File: config.mk
export PLATFORM = sky130hd
export DESIGN_NAME = tick_scheduler
export DESIGN_NICKNAME = d
export VERILOG_FILES = /design/src/rtl/tick_scheduler.sv
export SDC_FILE = /design/constraint.sdc
export NUM_CORES = 1
export LEC_CHECK = 0
export BUFFER_PORTS_ARGS = -buffer_cell sky130_fd_sc_hd__buf_2
export CAP_MARGIN = 10
export CELL_PAD_IN_SITES_DETAIL_PLACEMENT = 1
export CELL_PAD_IN_SITES_GLOBAL_PLACEMENT = 1
export CORE_MARGIN = 1
export CORE_UTILIZATION = 45
export DETAILED_ROUTE_END_ITERATION = 10
export PLACE_DENSITY_LB_ADDON = 0.15
export SYNTH_ARGS = -nofsm -noshare
export SYNTH_HDL_FRONTEND = slang
export SYNTH_SLANG_ARGS = --single-unit
File: constraint.sdc
create_clock -name clk100MHz -period 3.3 [get_ports clk100MHz]
set_input_delay 0.66 -clock clk100MHz [delete_from_list [all_inputs] [get_ports clk100MHz]]
set_output_delay 0.66 -clock clk100MHz [all_outputs]
set_load 0.1 [all_outputs]
File: src/rtl/tick_scheduler.sv
`default_nettype none
// ============================================================================
// Module   : tick_scheduler
// Purpose  : One shared base-tick prescaler driving NUM_CH one-shot/periodic
//            timer channels with single-cycle expiry pulses.
// Option   : TICK_SCHEDULER_PAUSE_EN adds a 'pause' input that freezes all timing.
// Revision : 1.0 - initial release
// ============================================================================
module tick_scheduler #(
    parameter int CLK_FREQ  = 100_000_000,
    parameter int TICK_FREQ = 1000,
    parameter int NUM_CH    = 4,
    parameter int CNT_W     = 16
) (
    input  logic                    clk100MHz,
    input  logic                    rst,
    input  logic [NUM_CH-1:0]       arm,
    input  logic [NUM_CH-1:0]       periodic,
    input  logic [NUM_CH*CNT_W-1:0] period,
    input  logic [NUM_CH-1:0]       cancel,
`ifdef TICK_SCHEDULER_PAUSE_EN
    input  logic                    pause,
`endif
    output logic                    tick,
    output logic [NUM_CH-1:0]       busy,
    output logic [NUM_CH-1:0]       expired
);

    localparam int PRESC = CLK_FREQ / TICK_FREQ;
    localparam int PW    = (PRESC > 1) ? $clog2(PRESC) : 1;
    localparam logic [PW-1:0]    PRESC_LAST = PW'(PRESC - 1);
    localparam logic [CNT_W-1:0] CNT_ONE    = CNT_W'(1);

    typedef enum logic [0:0] {
        CH_IDLE = 1'b0,
        CH_RUN  = 1'b1
    } ch_state_t;

    logic [PW-1:0] presc_cnt;
    logic          hold;

`ifdef TICK_SCHEDULER_PAUSE_EN
    assign hold = pause;
`else
    assign hold = 1'b0;
`endif

    // Free-running prescaler; tick is registered so it lands the cycle after the wrap.
    always_ff @(posedge clk100MHz) begin
        if (rst) begin
            presc_cnt <= '0;
            tick      <= 1'b0;
        end else if (hold) begin
            tick      <= 1'b0;
        end else if (presc_cnt == PRESC_LAST) begin
            presc_cnt <= '0;
            tick      <= 1'b1;
        end else begin
            presc_cnt <= presc_cnt + PW'(1);
            tick      <= 1'b0;
        end
    end

    for (genvar i = 0; i < NUM_CH; i++) begin : g_ch
        ch_state_t        state, state_nxt;
        logic [CNT_W-1:0] remaining, remaining_nxt;
        logic [CNT_W-1:0] per_lat, per_lat_nxt;
        logic [CNT_W-1:0] req_period;
        logic             mode_lat, mode_lat_nxt;
        logic             exp_r, exp_nxt;

        assign req_period = period[i*CNT_W +: CNT_W];

        always_ff @(posedge clk100MHz) begin
            if (rst) begin
                state     <= CH_IDLE;
                remaining <= '0;
                per_lat   <= '0;
                mode_lat  <= 1'b0;
                exp_r     <= 1'b0;
            end else begin
                state     <= state_nxt;
                remaining <= remaining_nxt;
                per_lat   <= per_lat_nxt;
                mode_lat  <= mode_lat_nxt;
                exp_r     <= exp_nxt;
            end
        end

        // Priority per cycle: cancel, then arm (restart), then base tick.
        always_comb begin
            state_nxt     = state;
            remaining_nxt = remaining;
            per_lat_nxt   = per_lat;
            mode_lat_nxt  = mode_lat;
            exp_nxt       = 1'b0;
            if (cancel[i]) begin
                state_nxt = CH_IDLE;
            end else if (arm[i]) begin
                if (req_period != '0) begin
                    per_lat_nxt   = req_period;
                    mode_lat_nxt  = periodic[i];
                    remaining_nxt = req_period;
                    state_nxt     = CH_RUN;
                end else begin
                    exp_nxt   = 1'b1;
                    state_nxt = CH_IDLE;
                end
            end else if (state == CH_RUN && tick) begin
                if (remaining > CNT_ONE) begin
                    remaining_nxt = remaining - CNT_ONE;
                end else begin
                    exp_nxt = 1'b1;
                    if (mode_lat) begin
                        remaining_nxt = per_lat;
                    end else begin
                        state_nxt = CH_IDLE;
                    end
                end
            end
        end

        assign busy[i]    = (state == CH_RUN);
        assign expired[i] = exp_r;
    end

endmodule
`default_nettype wire
==> results.yml <==
timing:
  period_needed_ns: 3.17
  max_slew_margin: 0.542
  rsz0062_at_grt: "false"
  final_max_slew_viol_count: 0
  timing.hold.ws_ns: 0.450
  setup-violations-final: 0
  skew_ns: 0.0100
  worst_slew_pin_slew_ns: 0.686
  setup_tns_ns: 0
  finalCritPeriodShare: 0.961
  fmax_mhz: 315
  finalHoldViolations: 0
global_route:
  overflow: 0
  antenna_found_initial: 0
  grt_pass1_wl_um: 45000
  grt_max_degree: 57
  grt_pass1_vias: 8863
  grt_use_total: 0.282
synthesis:
  synth_warnings: 0
  synth_top_family_by_area: "simple AND/OR/NAND/NOR gates"
  dominantRegCellSynth: "dfxtp_1"
  netlist_instances: 1076
  synth-edff-count: 0
  synthMuxAreaShare: 0.0438
  synthDistinctLibCells: 65
  synth.net_count: 1163
  synthArstFlopShare: 0
  synthXorXnorAreaFrac: 0.0434
  ys_ff_latch: 158
  seq_area_frac_synth: 0.365
  synth-compound-area-share: 0.230
  synthAdderAreaFrac: 0.0130
  syn_avg_cell_area_um2: 8.06
  yosys.area_share.simple: 0.247
  syn-cell-area_um2: 8680
routing:
  via_count: 8600
  drt_iter0_drc: 483
  totalWireLength_um: 27000
  drcViolationCount: 0
  dr.pass1.iters: 5
  viasPerCell: 6.20
  postRouteAntennaNets: 0
  wire_per_inst_um: 19.4
floorplanning:
  num_rows: 50
  core_area_um2: 18800
  num_io_pins: 87
  start_util: 0.461
  die_y_um: 141
  dieWidth_um: 141
  dieArea_um2: 19800
clocking:
  clock_latency_ns: 0.43
  clk_path_buf_depth: 2
  post_cts_resized: 0
  cts_buffers: 17
  hold_buffers: 0
  clk_pin_slew_ns: 0.06
  cts-root-buf: "clkbuf_16"
  cts_sinks: 158
  cts_setup_buffers: 0
  htree_num_levels: 4
  cts_tree: "done"
finish:
  area_growth_pct: 15.1
  diodes: 0
  drive_gt1_frac: 0.144
  nets: 1203
worst_setup_path:
  crit_type: "reg -> reg"
  worst_setup_path_end_kind: "flop"
  startpoint_type: "flop"
  worst-endpoint-required_ns: 3.63
  arrival_ns: 3.51
  cp_max_fo: 21
power:
  vdd_ir_drop_max_uv: 404
  p_leak_nw: 3.69
  p_per_area_nw_per_um2: 570
  total_power_mw: 5.69
place:
  dp_hpwl_um: 17900
  place.gp.congestion: 0.853
  io_buffers: 86
worst_hold_path:
  hp-class: "in -> reg"
run_status:
  status: "finished, final reports clean"
run:
  drv_cap: 0
-- metal layers --
layer | global-route usage | vias to the layer above | part of all wire
met4 | 0.0950 | 0 | 0.021
met2 | 0.463 | 196 | 0.47
met5 | 0 | - | 0
li1 | - | 4099 | -
met3 | 0.0455 | 42 | 0.035
met1 | 0.375 | 4263 | 0.48
-- logic make-up after synthesis --
family          Yosys count
compound gates          266
xor+xnor                 43
fa+ha+maj                 9
buf+inv                 123
flops                   158
mux                      38
simple gates            439
-- cells in the final DEF (no fill, tap or decap), types with 24 or more instances in the layout --
cell type,instances
nor4_1,37
a211o_1,24
nor3_1,91
nand2_1,118
mux2i_1,38
xnor2_1,27
dfxtp_1,158
buf_4,31
nor2_1,89
a21oi_1,46
inv_1,28
a311oi_1,44
o21ai_0,32
buf_2,85
-- report_power, final --
group | switching [mW] | internal, mW | total, mW
logic | 0.738 | 0.462 | 1.20
registers | 0.112 | 2.01 | 2.13
clock network | 0.830 | 1.53 | 2.36
-- cell usage after synthesis, drive strengths merged, types with 3 or more instances --
cell type  instances  share of area
o21a               3         0.0026
buf               13          0.010
o2111ai            3         0.0030
nor2              90          0.039
xnor2             27          0.027
a221oi             7         0.0071
nor3              92          0.053
a21oi             46          0.027
or4               13          0.012
o32ai              7         0.0071
nand2b             4         0.0029
o21ai             32          0.018
o21bai             3         0.0026
a211oi             7         0.0061
o31ai             14          0.012
nand2            118          0.051
or2                9         0.0065
nand4             11         0.0079
ha                 9          0.013
nor2b              6         0.0043
nor3b              6         0.0052
or3               15          0.011
a21o               3         0.0026
a211o             24          0.024
dfxtp            158           0.36
o311ai             8         0.0081
mux2i             38          0.044
a311o              8         0.0092
o211ai            14          0.012
nor4              38          0.027
o2111a             3         0.0039
o31a               4         0.0040
a41o               3         0.0035
inv               28          0.012
and4               3         0.0030
nand3             20          0.012
clkbuf            82          0.035
o22ai              8         0.0058
xor2              16          0.016
a2bb2oi            4         0.0040
a32o               4         0.0046
and2               3         0.0022
a311oi            44          0.044
-- registers in the layout, indices dropped and copies added (netlist names) --
name	cells
g_ch.per_lat	64
g_ch.remaining	64
g_ch.mode_lat	4
presc_cnt	17
g_ch.state	4
tick	1
g_ch.exp_r	4
-- worst max-delay path: stages, from the launching register on --
cell,delay [ns]
dfxtp_1,0.37
or4_1,0.68
or4_4,0.68
o311a_4,0.50
or2_1,0.49
a221oi_1,0.35
-- per-stage QoR --
step	instances	utilization	cell area [µm²]	worst slack, ns
6_report	1388	0.530	9980	0.127
5_1_grt	1388	0.530	9980	0.0232
4_1_cts	1388	0.530	9980	0.153
3_5_place_dp	1357	0.493	9290	0.172
3_3_place_gp	1357	0.493	9290	0.202
2_1_floorplan	1076	-	8680	0.647
-- cell type report --
type	instances	area, µm²
Sequential cell	158	3160
Multi-Input combinational cell	795	5040
Clock buffer	20	457
Timing Repair Buffer	116	658
Tap cell	260	325
Clock inverter	11	236
Inverter	28	105
Fill cell	2284	8850
-- final timing paths --
check / start / to / slack [ns] / cells after the start
worst max-delay path: g_ch[1].remaining[4] / g_ch[1].remaining[15] / 0.13 / 5
worst min-delay path: cancel[0] / g_ch[0].state / 0.45 / 2
worst max register to register: g_ch[1].remaining[4] / g_ch[1].remaining[15] / 0.13 / 5
worst min register to register: g_ch[2].per_lat[4] / g_ch[2].per_lat[4] / 0.46 / 2
No activity file was read; power rests on OpenSTA's default activity.
